==> src/rtl/ov7725_capture.sv <==
// OV7725 DVP capture: skips the first WAIT_FRAME frames after SCCB init, then pairs
// bytes into RGB565 pixels and emits registered sync, pixel-valid and coordinates.
// Single clock domain (camera pclk), synchronous active-high reset.
module ov7725_capture #(
  parameter int unsigned WAIT_FRAME = 10,
  parameter logic [10:0] H_MAX      = 11'd2047
) (
  input  logic        clk,
  input  logic        rst,
  input  logic        init_done,
  input  logic        cam_vsync,
  input  logic        cam_href,
  input  logic [7:0]  cam_data,
  output logic        frame_vsync,
  output logic        frame_href,
  output logic        frame_valid,
  output logic [15:0] frame_data,
  output logic [10:0] pix_x,
  output logic [10:0] pix_y,
  output logic        byte_err
);

  localparam logic [3:0] WaitCnt = 4'(WAIT_FRAME);

  typedef enum logic [0:0] {StSkip, StRun} state_e;

  state_e      state_q, state_d;
  logic        init_meta_q, init_s_q;
  logic        vsync_q, href_q;
  logic [7:0]  data_q;
  logic [3:0]  frame_cnt_q;
  logic        byte_sel_q;
  logic [10:0] x_cnt_q, y_cnt_q;
  logic        frame_vsync_q, frame_href_q, frame_valid_q, byte_err_q;
  logic [15:0] frame_data_q;
  logic [10:0] pix_x_q, pix_y_q;

  logic vs_rise, hs_fall, pix_done;
  logic frame_ok, frame_ok_nxt, cnt_inc;

  assign vs_rise  = cam_vsync & ~vsync_q;
  assign hs_fall  = ~cam_href & href_q;
  // Second byte of a pair arrives this cycle; the first one sits in data_q.
  assign pix_done = cam_href & byte_sel_q;

  // Two-flop synchroniser for the SCCB-domain init flag.
  always_ff @(posedge clk) begin
    if (rst) begin
      init_meta_q <= 1'b0;
      init_s_q    <= 1'b0;
    end else begin
      init_meta_q <= init_done;
      init_s_q    <= init_meta_q;
    end
  end

  // One-stage registration of the raw sensor inputs for edge detection and pairing.
  always_ff @(posedge clk) begin
    if (rst) begin
      vsync_q <= 1'b0;
      href_q  <= 1'b0;
      data_q  <= 8'h00;
    end else begin
      vsync_q <= cam_vsync;
      href_q  <= cam_href;
      data_q  <= cam_data;
    end
  end

  // Frame-skip FSM state register.
  always_ff @(posedge clk) begin
    if (rst) begin
      state_q <= StSkip;
    end else begin
      state_q <= state_d;
    end
  end

  // Enter the run state on the vsync edge that follows the last discarded frame.
  always_comb begin
    state_d = state_q;
    unique case (state_q)
      StSkip: begin
        if (init_s_q && vs_rise && (frame_cnt_q == WaitCnt)) begin
          state_d = StRun;
        end
      end
      StRun:   state_d = StRun;
      default: state_d = StSkip;
    endcase
  end

  // FSM-derived gating and counter enable.
  always_comb begin
    frame_ok     = (state_q == StRun);
    frame_ok_nxt = (state_d == StRun);
    cnt_inc      = (state_q == StSkip) && init_s_q && vs_rise && (frame_cnt_q < WaitCnt);
  end

  // Count discarded frames; holds while init is not yet seen.
  always_ff @(posedge clk) begin
    if (rst) begin
      frame_cnt_q <= 4'd0;
    end else if (cnt_inc) begin
      frame_cnt_q <= frame_cnt_q + 4'd1;
    end
  end

  // Byte phase within a line: 0 = high byte expected, 1 = low byte expected.
  always_ff @(posedge clk) begin
    if (rst) begin
      byte_sel_q <= 1'b0;
    end else begin
      byte_sel_q <= cam_href ? ~byte_sel_q : 1'b0;
    end
  end

  // Column counter: advances per pixel, clears at line end, saturates at H_MAX.
  always_ff @(posedge clk) begin
    if (rst) begin
      x_cnt_q <= 11'd0;
    end else if (hs_fall || vs_rise) begin
      x_cnt_q <= 11'd0;
    end else if (pix_done && (x_cnt_q != H_MAX)) begin
      x_cnt_q <= x_cnt_q + 11'd1;
    end
  end

  // Line counter: advances at line end, clears at frame start (clear wins).
  always_ff @(posedge clk) begin
    if (rst) begin
      y_cnt_q <= 11'd0;
    end else if (vs_rise) begin
      y_cnt_q <= 11'd0;
    end else if (hs_fall && (y_cnt_q != H_MAX)) begin
      y_cnt_q <= y_cnt_q + 11'd1;
    end
  end

  // Gated sync outputs and the pixel strobe, one cycle behind the sensor inputs.
  always_ff @(posedge clk) begin
    if (rst) begin
      frame_vsync_q <= 1'b0;
      frame_href_q  <= 1'b0;
      frame_valid_q <= 1'b0;
    end else begin
      frame_vsync_q <= frame_ok_nxt & cam_vsync;
      frame_href_q  <= frame_ok_nxt & cam_href;
      frame_valid_q <= pix_done & frame_ok;
    end
  end

  // Pixel data and coordinates update together and hold between strobes.
  always_ff @(posedge clk) begin
    if (rst) begin
      frame_data_q <= 16'h0000;
      pix_x_q      <= 11'd0;
      pix_y_q      <= 11'd0;
    end else if (pix_done && frame_ok) begin
      frame_data_q <= {data_q, cam_data};
      pix_x_q      <= x_cnt_q;
      pix_y_q      <= y_cnt_q;
    end
  end

  // Sticky odd-byte-line flag, cleared at the start of every frame.
  always_ff @(posedge clk) begin
    if (rst) begin
      byte_err_q <= 1'b0;
    end else if (vs_rise) begin
      byte_err_q <= 1'b0;
    end else if (hs_fall && byte_sel_q && frame_ok) begin
      byte_err_q <= 1'b1;
    end
  end

  assign frame_vsync = frame_vsync_q;
  assign frame_href  = frame_href_q;
  assign frame_valid = frame_valid_q;
  assign frame_data  = frame_data_q;
  assign pix_x       = pix_x_q;
  assign pix_y       = pix_y_q;
  assign byte_err    = byte_err_q;

endmodule

==> config.mk <==
export PLATFORM = sky130hd
export DESIGN_NAME = ov7725_capture
export DESIGN_NICKNAME = d
export VERILOG_FILES = /design/src/rtl/ov7725_capture.sv
export SDC_FILE = /design/constraint.sdc
export NUM_CORES = 1
export LEC_CHECK = 0
export BUFFER_PORTS_ARGS = -buffer_cell sky130_fd_sc_hd__buf_2
export CAP_MARGIN = 20
export CORE_ASPECT_RATIO = 0.5
export CORE_MARGIN = 2
export CORE_UTILIZATION = 54
export CTS_BUF_LIST = sky130_fd_sc_hd__clkbuf_4 sky130_fd_sc_hd__clkbuf_8 sky130_fd_sc_hd__clkbuf_16
export DETAILED_ROUTE_END_ITERATION = 12
export PLACE_DENSITY = 0.78
export SLEW_MARGIN = 10
export SYNTH_ARGS = -nofsm -noshare
export SYNTH_HDL_FRONTEND = slang
export SYNTH_SLANG_ARGS = --single-unit
==> constraint.sdc <==
create_clock -name clk -period 1.9 [get_ports clk]
set_input_delay 0.38 -clock clk [delete_from_list [all_inputs] [get_ports clk]]
set_output_delay 0.38 -clock clk [all_outputs]
set_load 0.01 [all_outputs]
Word-level counts from Yosys, hierarchy flattened
Cells that the tools add are included.
{"block": "totals", "ff_bits": 82, "output_inout_bits": 42}
{"block": "op_classes", "reduce_logical": 14, "eq_ne": 3, "muxes": 2, "magnitude_cmp": 1, "addsub": 3, "bitwise_logic": 10}
{"cell": "$add A11 B1 Y11 const B", "n": 2}
{"cell": "$ne A11 B11 Y1 const B", "n": 2}
{"cell": "$logic_and A1 B1 Y1", "n": 10}
{"cell": "$and A1 B1 Y1", "n": 6}
{"cell": "$reduce_or A2 Y1", "n": 3}
{"cell": "$add A4 B1 Y4 const B", "n": 1}
{"cell": "$eq A4 B4 Y1 const B", "n": 1}
{"cell": "$lt A4 B4 Y1 const B", "n": 1}
{"cell": "$not A1 Y1", "n": 4}
{"cell": "$pmux W1 S2", "n": 1}
{"cell": "$logic_or A1 B1 Y1", "n": 1}
{"cell": "$mux W1", "n": 1}

Longest topological paths before layout
{"block": "depth", "ltp_word": 7, "ltp_mapped": 6}

Worst setup path after synthesis
Ideal clock, no wire load.
{"block": "synth_path", "path_type": "in2reg", "startpoint": "input cam_vsync", "endpoint": "register x_cnt_q[5]", "cell_stages": 5, "n_path_buf": 1, "required_time_ns": 1.841, "path_slack_ns": 0.267, "setup_time_ns": 0.059, "t_arrival_ns": 1.574, "path_cell_list": "nor2b_1 or3_1 buf_6 or4_1 nand2_1"}
{"block": "synth_between", "elab_chain_cells": 3}
{"element": "start, declared", "line_no": "11", "text": "input logic cam_vsync,"}
{"element": "$and A1 B1 Y1", "line_no": "41", "text": "assign vs_rise = cam_vsync & ~vsync_q;"}
{"element": "$logic_or A1 B1 Y1", "line_no": "122", "text": "end else if (hs_fall || vs_rise) begin"}
{"element": "$reduce_or A2 Y1 (no line)"}
{"element": "end signal, assigned", "line_no": "125", "text": "x_cnt_q <= x_cnt_q + 11'd1;"}
{"element": "end, declared", "line_no": "33", "text": "logic [10:0] x_cnt_q, y_cnt_q;"}
Every way passes these cells.
A chain may end at the register's enable or synchronous reset.

Worst setup path in the final report
{"block": "layout_path", "startpoint": "register x_cnt_q[7]", "endpoint": "register x_cnt_q[9]"}
{"block": "layout_between", "elab_chain_cells": 2}
{"element": "parallel branches: the longest is 2 deep, another holds $add A11 B1 Y11"}
Parallel ways; which one is timed is not known.

==> flow_summary_export.csv <==
group,metric,value,unit
grt,grt_pass1_wl,10900,um
outcome,outcome,"complete, no violations",
sta,tightest_slew,0.533,ns
worst_setup_path,timing.rr.start,"x_cnt_q[7]",
floorplan,num_io_pins,55,
grt,overflow,0,
sta,skew,0.00600,ns
grt,grt-busiest-layer,"met2",
grt,use_met3,9.26,%
grt,groute.usage.overall,23.0,%
sta,fmax,588,MHz
floorplan,die_w,110,um
drt,drtAntennaViolNets,0,
grt,grt.met1_usage,28.4,%
drt,drt-initial-drc-count,130,
worst_setup_path,ff2ff_path_depth,4,
clocking,post_cts_buffers,0,
clocking,clkSlewWorstSetupHoldPaths,0.06,ns
worst_setup_path,cp.arrival,1.97,ns
placed_design,gp_congestion,0.943,
worst_setup_path,r2r_end,"x_cnt_q[9]",
power_and_ir_drop,p_leak,1.48,nW
grt,grt_max_degree,33,
power_and_ir_drop,powerDensity,927,nW/um^2
finish,diodes,0,
floorplan,start_util,55.7,%
synth,synth.avg_cell_area,8.61,sq um
worst_setup_path,ff2ff_setup_slack,0.20,ns
floorplan,rows,19,
finish,layout_commonest_cell,"nand2_1",
synth,ys_ff_latch,82,
drt,drt-vias-per-instance,5.31,
clocking,clock_latency,0.34,ns
clocking,cts_resized,0,
worst_setup_path,critPathKind,"reg -> reg",
finish,nets,428,
sta,period_minus_slack,1.70,ns
clocking,cts_sinks,82,
placed_design,pre_cts_slack,0.208,ns
floorplan,die_y,57.1,um
sta,relSlewSlack,64.2,%
placed_design,io_buffers,54,
synth,ys_seq_area_share,53.9,%
drt,drt_pass1_iterations,4,
clocking,cts_root_buf,"clkbuf_16",
worst_setup_path,worstSetupStartpointType,"register",
worst_hold_path,hold_end,"frame_vsync",
sta,worst_slack,0.200,ns
synth,ys_types,41,
drt,drc,0,
drt,dr_total_vias,2597,
grt,grtUsageMet2,35.4,%
clocking,h-tree-depth,3,
worst_hold_path,hp-class,"in -> reg",
synth,syn-instance-count,354,
floorplan,core_area,5470,sq um
finish,area_growth,21.4,%
synth,synth_area_leaders,"dfxtp_1 (54%), nand2_1 (11%), a21oi_1 (7.6%), nor2b_1 (2.9%), nor2_1 (1.8%)",
sta,timing.setup.tns,0,ns
finish,final_cell_mix,"nand2_1 (90), dfxtp_1 (82), buf_2 (54)",
grt,first_global_vias,2443,
clocking,cts_tree,"built",
finish,drive_gt1_share,20.7,%
drt,routedWlPerCell,13.5,um
sta,final.period_utilization,89.5,%
clocking,cts_hold_buf,0,
sta,holdWs,0.268,ns
power_and_ir_drop,vdd_drop_max,0.000686,V
worst_setup_path,crit_required,2.17,ns
job,maxCapViolCount,0,
sta,rsz0062_at_grt,"false",
synth,synth_top_area_cell,"dfxtp_1",
sta,hold_viol_final,0,
clocking,numCtsBuffers,9,
synth,yosysTopAreaCellShare,53.9,%
worst_setup_path,critPathCaptureType,"register",
worst_setup_path,path_max_fanout,11,
worst_hold_path,worstHoldStart,"cam_vsync",
worst_hold_path,worst_hold_path.num_cells,2,
drt,drt-total-wl,6590,um
synth,syn_area,3050,sq um
sta,setup_viol,0,
floorplan,dieArea,6300,sq um
sta,slew_viol_final,0,
synth,ys_warn_count,0,
placed_design,dp_hpwl,4500,um
finish,final_core_util,67.6,%
power_and_ir_drop,p_total,3.43,mW
clocking,clockBufferDepth,2,
grt,antenna_found_initial,0,
synth,syn_nets,371,
==> logic make-up after synthesis <==
group | synth area share (%)
simple gates | 25.7
flops | 53.9
compound gates | 14.0
buf+inv | 2.96
xor+xnor | 1.44
fa+ha+maj | 1.64
mux | 0.329
==> cell usage after synthesis <==
library cell	count
a211oi_1	1
a21oi_1	46
a311oi_1	1
a31o_2	1
a31oi_1	8
a41o_1	1
a41oi_1	1
and2_1	4
and3_1	5
and3b_1	1
and3b_2	1
and4_1	2
and4b_1	1
and4b_2	1
buf_1	4
buf_2	3
buf_6	1
clkbuf_1	11
dfxtp_1	82
ha_1	4
inv_1	2
mux2i_1	1
nand2_1	90
nand2b_1	1
nand3_1	9
nand4_1	3
nand4b_1	1
nor2_1	15
nor2b_1	14
nor2b_2	1
nor3_1	4
nor4b_1	1
o211ai_1	2
o21a_1	1
o21ai_0	10
o31ai_1	4
or2_2	1
or3_1	7
or4_1	3
xnor2_1	3
xor2_1	2
==> registers in the layout, indices dropped and copies added (netlist names) <==
| name | cells |
|---|---|
| frame_href | 1 |
| frame_vsync | 1 |
| frame_data | 16 |
| init_meta_q | 1 |
| pix_y | 11 |
| init_s_q | 1 |
| byte_sel_q | 1 |
| frame_ok | 1 |
| frame_cnt_q | 4 |
| frame_valid | 1 |
| vsync_q | 1 |
| byte_err | 1 |
| x_cnt_q | 11 |
| data_q | 8 |
| pix_x | 11 |
| href_q | 1 |
| y_cnt_q | 11 |
==> how the worst max path moves through the flow <==
stage,end,depth (start not counted),startpoint
after floorplan,x_cnt_q[5],5,cam_vsync
after global placement,x_cnt_q[9],5,cam_href
after detailed placement,x_cnt_q[9],5,cam_href
after CTS,y_cnt_q[3],4,y_cnt_q[3]
after global routing,x_cnt_q[9],4,x_cnt_q[6]
final,x_cnt_q[9],4,x_cnt_q[7]
==> final cells by class <==
cell class,count,area [sq um]
fillers,429,1770
flip-flops and latches,82,1640
multi-input cells,251,1320
repair buffers,65,365
clock buffers,13,262
well taps,73,91.3
clock inverters,3,15.0
inverters,2,7.51
==> through the flow <==
stage	instance area, sq um	cells
CTS	3700	489
floorplan	3050	354
global route	3700	489
detailed placement	3420	473
finish	3700	489
global placement	3420	473
==> power breakdown <==
part	leakage, nW	total [mW]	internal [mW]	switching (mW)
Sequential	0.664	1.75	1.74	0.00872
Clock	0.144	1.59	0.956	0.634
Combinational	0.677	0.0909	0.0353	0.0556
==> metal layers <==
| metal | up-vias | part of all wire, % |
|---|---|---|
| li1 | 1323 | - |
| met1 | 1206 | 46 |
| met2 | 55 | 47 |
| met3 | 13 | 4.9 |
| met4 | 0 | 1.6 |
| met5 | - | 0 |
==> critical path, stage by stage (launching register included) <==
cell	delay (ns)
dfxtp_1	0.33
and3_1	0.25
a41o_1	0.36
or4_1	0.54
a21oi_1	0.15
Note: power is estimated with default switching activity, not from simulation.
